File: src/rtl/downstream_processor_mc.sv
// downstream_processor_mc: per-channel ack/memwr FSMs with data capture, abort and timeout, round-robin merged onto one valid/ready write port
module downstream_processor_mc #(
  parameter int NUM_CH = 4,
  parameter int DATA_W = 8,
  parameter int TIMEOUT = 15,
  localparam int CH_W = NUM_CH > 1 ? $clog2(NUM_CH) : 1
) (
  input  logic                     clk,
  input  logic                     rst,
  input  logic [NUM_CH-1:0]        ack,
  input  logic [NUM_CH-1:0]        memwr,
  input  logic [NUM_CH*DATA_W-1:0] din,
  output logic [NUM_CH-1:0]        out,
  output logic                     wr_valid,
  input  logic                     wr_ready,
  output logic [CH_W-1:0]          wr_ch,
  output logic [DATA_W-1:0]        wr_data,
  output logic [NUM_CH-1:0]        timeout_err
);
  localparam int TMR_W = TIMEOUT > 0 ? $clog2(TIMEOUT + 1) : 1;
  typedef enum logic [1:0] {IDLE, ARMED, PENDING, GRANTED} state_t;
  state_t            st   [NUM_CH];
  logic [TMR_W-1:0]  tmr  [NUM_CH];
  logic [DATA_W-1:0] hold [NUM_CH];
  logic [CH_W-1:0]   rr_ptr;
  logic [CH_W-1:0]   pick;
  logic              found;
  logic              hs;
  logic              load;
  assign hs = wr_valid && wr_ready;
  assign load = !wr_valid || hs;
  always_comb begin
    found = 1'b0;
    pick = '0;
    for (int k = 0; k < NUM_CH; k++) begin
      if (!found && st[(int'(rr_ptr) + k) % NUM_CH] == PENDING) begin
        found = 1'b1;
        pick = CH_W'((int'(rr_ptr) + k) % NUM_CH);
      end
    end
  end
  always_comb begin
    out = '0;
    for (int i = 0; i < NUM_CH; i++) out[i] = st[i] != IDLE;
  end
  always_ff @(posedge clk) begin
    if (rst) begin
      for (int i = 0; i < NUM_CH; i++) begin
        st[i] <= IDLE;
        tmr[i] <= '0;
        hold[i] <= '0;
      end
      rr_ptr <= '0;
      wr_valid <= 1'b0;
      wr_ch <= '0;
      wr_data <= '0;
      timeout_err <= '0;
    end else begin
      timeout_err <= '0;
      for (int i = 0; i < NUM_CH; i++) begin
        case (st[i])
          IDLE: if (ack[i]) begin
            st[i] <= ARMED;
            tmr[i] <= '0;
          end
          ARMED: if (memwr[i]) begin
            st[i] <= PENDING;
            hold[i] <= din[i*DATA_W +: DATA_W];
          end else if (!ack[i]) begin
            st[i] <= IDLE;
          end else if (TIMEOUT != 0 && int'(tmr[i]) + 1 == TIMEOUT) begin
            st[i] <= IDLE;
            timeout_err[i] <= 1'b1;
          end else begin
            tmr[i] <= tmr[i] + TMR_W'(tmr[i] != '1);
          end
          PENDING: if (load && found && pick == CH_W'(i)) st[i] <= GRANTED;
          GRANTED: if (hs && wr_ch == CH_W'(i)) st[i] <= IDLE;
        endcase
      end
      if (hs) rr_ptr <= CH_W'((int'(wr_ch) + 1) % NUM_CH);
      if (load) begin
        wr_valid <= found;
        if (found) begin
          wr_ch <= pick;
          wr_data <= hold[pick];
        end
      end
    end
  end
endmodule

File: config.mk
export PLATFORM = sky130hd
export DESIGN_NAME = downstream_processor_mc
export DESIGN_NICKNAME = d
export VERILOG_FILES = /design/src/rtl/downstream_processor_mc.sv
export SDC_FILE = /design/constraint.sdc
export NUM_CORES = 1
export LEC_CHECK = 0
export CAP_MARGIN = 20
export CORE_MARGIN = 3
export CORE_UTILIZATION = 58
export DETAILED_ROUTE_END_ITERATION = 10
export GPL_TIMING_DRIVEN = 0
export HOLD_SLACK_MARGIN = 0.12
export PLACE_DENSITY_LB_ADDON = 0.3
export SETUP_SLACK_MARGIN = 0.3
export SYNTH_ARGS = -nofsm -noshare
export SYNTH_HDL_FRONTEND = slang
export SYNTH_SLANG_ARGS = --single-unit
File: constraint.sdc
create_clock -name clk -period 8.1 [get_ports clk]
set_clock_uncertainty 0.1 [all_clocks]
set_input_delay 1.215 -clock clk [delete_from_list [all_inputs] [get_ports clk]]
set_output_delay 1.215 -clock clk [all_outputs]
set_load 0.05 [all_outputs]
==> flow_summary.toml <==
[yosys]
synth_seq_cells = 75
avgSynthCellArea_sq_um = 11.17
syn_area_sq_mm = 0.003965
synth_ff_type = "sky130_fd_sc_hd__edfxtp_1"
ys_seq_area_frac = 0.5200
synth.distinct_cells = 51
synth_warnings = 0
postSynthNetCount = 410
synth-edff-count = 56
number_of_instances_in_the_synthesized_netlist = 355
ys_async_sr_fraction = 0

[global_route]
grt_first_pass_wirelength_um = 13100
grt_busiest_layer = "met2"
grt_antenna_before_repair = 0
grt_start_max_net_pins = 15
grt-ovfl-total = 0
grt_util_all_layers = 0.2203
global_route.usage.met1 = 0.2889
use_met3 = 0.04004
grt_pass1_vias = 2761
globalRouteMet2Util = 0.3556

[placed_design]
placement.setup.worst_slack_ns = 4.517
io_buffers = 61
dp_hpwl_um = 6097
gpl.final_weighted_congestion = 0.9525

[timing]
worst_slew_pin_slew_ns = 0.6062
max_slew_margin = 0.5958
max_freq_mhz = 307.6
rsz0062_at_grt = "false"
report.final.setup_viol = 0
report.final.slew_viol_count = 0
layout_worst_path_cycle_share = 0.4014
timing.final.ws_setup_ns = 4.849
post-route-min-period_ns = 3.251
timing.final.hold_violations = 0
total_negative_slack_for_setup_checks_ns = 0

[worst_setup_path]
timing.reg2reg.setup_slack_ns = 5.15
worstRegToRegCells = 7
worst_r2r_startpoint = "st[2][1]"
endpoint_kind = "register"
crit_path_start_kind = "input pin"
critPathSlowestCell = "sky130_fd_sc_hd__clkdlybuf4s50_1"
worst-path-max-fanout = 10
cpMostUsedCell = "sky130_fd_sc_hd__clkbuf_1"
arrival_ns = 3.21
worst-setup-path-type = "input pin to register"
r2r-end = "st[3][0]"
delay_of_the_slowest_critical_path_stage_ns = 0.52
crit_start = "rst"
required_ns = 8.05
worst_setup_path_endpoint = "tmr[2][2]"
timing.critical_path.cells = "clkdlybuf4s50_1 > clkbuf_1 > nor3b_1 > clkbuf_1 > nand3_1 > nand2_1"

[clocking]
clockRootBuffer = "sky130_fd_sc_hd__clkbuf_8"
max-clock-path-buffers = 2
ctsHoldBuffers = 0
cts-resized-gates = 0
tritoncts = "yes"
cts_post_setup_buffers_inserted = 0
cts_made_buffers = 9
worst_setup_hold_path_clk_slew_ns = 0.08
clock_tree.htree_level_count = 3
clk_lat_worst_skew_ns = 0.35
cts_sinks = 75

[cells_and_area]
register_area_sq_mm = 0.002062
number_of_fill_cells = 463
post_route_cells_drive_above_1_share = 0.09028
diode_insertion_count_for_antenna_repair = 0
synthesis_to_finish_area_growth_pct = 22.69
area_taken_by_multi_input_logic_gates_sq_mm = 0.001783
finish.utilization = 0.7490
layout.nets = 482

[die]
die_width_um = 88.68
floorplan.die.height_um = 88.68
dieArea_sq_mm = 0.007864
placementRows = 29
start_util = 0.6105
floorplan.core_area_sq_mm = 0.006495
top_level_ports = 62

[routing]
drt-initial-drc-count = 120
count_of_antenna_violating_nets_left_after_detailed_routing = 0
route.vias.total = 2914
wl_per_cell_um = 16.29
drc = 0
drt_wl_total_um = 8290
drt_pre_antenna_iters = 4
drt-vias-per-instance = 5.725

[power_and_ir_drop]
vdd_drop_max_uv = 141.8
total_leakage_power_nw = 1.858
total_power_mw = 1.300
p_per_area_mw_per_mm2 = 267.2

[flow_run]
timing.max_cap.violations = 0

[outcome]
outcome = "completed"

[hold_path]
worstHoldPathType = "register to register"
[metal layers]
metal / routed length, um / vias up
met2: 3991 / 79
met4: 120 / 0
met5: 0 / -
li1: - / 1447
met3: 419 / 10
met1: 3758 / 1378
[cells by family (layout without fill, tap and decap cells)]
| group | after synthesis | after routing | synth area share |
|---|---|---|---|
| multiplexers | 30 | 30 | 0.08804 |
| XOR/XNOR | 8 | 8 | 0.01767 |
| AO/OA/AOI/OAI | 44 | 44 | 0.08994 |
| adder cells (fa/ha/maj) | 12 | 12 | 0.03787 |
| buffers and inverters | 28 | 105 | 0.03029 |
| flip-flops | 75 | 75 | 0.5200 |
| AND/OR/NAND/NOR | 158 | 158 | 0.2162 |
[worst min path at each step]
stage                     slack, ns              to  cells after the start        from
after CTS                      0.37      wr_data[1]                      1  wr_data[1]
after global placement         0.35      wr_data[4]                      1  wr_data[4]
after floorplan                0.39  timeout_err[3]                      1   tmr[3][0]
after detailed placement       0.35      wr_data[1]                      1  wr_data[1]
final                          0.37      wr_data[1]                      1  wr_data[1]
after global routing           0.39      wr_data[1]                      1  wr_data[1]
[cell usage after synthesis, types with 6 or more instances]
| library cell | n | area [sq um] |
|---|---|---|
| sky130_fd_sc_hd__nor2_1 | 37 | 138.9 |
| sky130_fd_sc_hd__nor2b_1 | 10 | 62.56 |
| sky130_fd_sc_hd__nand2b_1 | 6 | 37.54 |
| sky130_fd_sc_hd__clkbuf_1 | 6 | 22.52 |
| sky130_fd_sc_hd__and3_1 | 18 | 112.6 |
| sky130_fd_sc_hd__nand3_1 | 14 | 70.07 |
| sky130_fd_sc_hd__nand2_1 | 21 | 78.83 |
| sky130_fd_sc_hd__edfxtp_1 | 56 | 1682 |
| sky130_fd_sc_hd__nor3_1 | 7 | 35.03 |
| sky130_fd_sc_hd__dfxtp_1 | 19 | 380.4 |
| sky130_fd_sc_hd__o2bb2ai_1 | 8 | 70.07 |
| sky130_fd_sc_hd__and2_1 | 22 | 137.6 |
| sky130_fd_sc_hd__ha_1 | 12 | 150.1 |
| sky130_fd_sc_hd__inv_1 | 16 | 60.06 |
| sky130_fd_sc_hd__mux2i_1 | 18 | 180.2 |
| sky130_fd_sc_hd__a21oi_1 | 11 | 55.05 |
| sky130_fd_sc_hd__mux2_1 | 7 | 78.83 |
| sky130_fd_sc_hd__nand4_1 | 9 | 56.30 |
[critical path: cells and delay by family]
| kind | cells | cell delay, ns |
|---|---|---|
| buf+inv | 3 | 1.15 |
| simple gates | 3 | 0.82 |
[layout make-up]
class,instances,share of cell area
buffer,12,0.01235
clock buffer,10,0.02623
clock inverter,6,0.01337
inverter,16,0.01235
multi-input combinational,252,0.3665
sequential,75,0.4239
tap,77,0.01980
timing repair buffer,61,0.1255
[power by group]
| group | switching (mW) | internal [mW] |
|---|---|---|
| clock network | 0.139 | 0.143 |
| logic | 0.292 | 0.192 |
| registers | 0.0522 | 0.483 |
[registers in the layout, indices dropped and copies added, names as in the netlist, named ones only]
name,count
hold,32
st,8
tmr,16
wr_data,8
wr_valid,1
timeout_err,4
rr_ptr,2
wr_ch,2
[through the flow]
stage | instances | cell area, sq um | hold WS [ns]
final | 509 | 4865 | 0.3730
after global routing | 509 | 4865 | 0.3892
after CTS | 509 | 4865 | 0.3748
after detailed placement | 493 | 4672 | 0.3506
after global placement | 493 | 4672 | 0.3511
after floorplan | 355 | 3965 | 0.3876
[cells in the final DEF, fill, tap and decap left out, types with 6 or more instances in the layout]
cell                              netlist  final
sky130_fd_sc_hd__clkdlybuf4s50_1        0     61
sky130_fd_sc_hd__edfxtp_1              56     56
sky130_fd_sc_hd__nor2_1                37     37
sky130_fd_sc_hd__and2_1                22     22
sky130_fd_sc_hd__nand2_1               21     21
sky130_fd_sc_hd__dfxtp_1               19     19
sky130_fd_sc_hd__and3_1                18     18
sky130_fd_sc_hd__mux2i_1               18     18
sky130_fd_sc_hd__inv_1                 16     16
sky130_fd_sc_hd__nand3_1               14     14
sky130_fd_sc_hd__ha_1                  12     12
sky130_fd_sc_hd__a21oi_1               11     11
sky130_fd_sc_hd__nor2b_1               10     10
sky130_fd_sc_hd__clkbuf_8               1     10
sky130_fd_sc_hd__nand4_1                9      9
sky130_fd_sc_hd__o2bb2ai_1              8      8
sky130_fd_sc_hd__clkbuf_1               6      7
sky130_fd_sc_hd__nor3_1                 7      7
sky130_fd_sc_hd__mux2_1                 7      7
sky130_fd_sc_hd__nand2b_1               6      6
No activity file was read; power rests on OpenSTA's default activity.
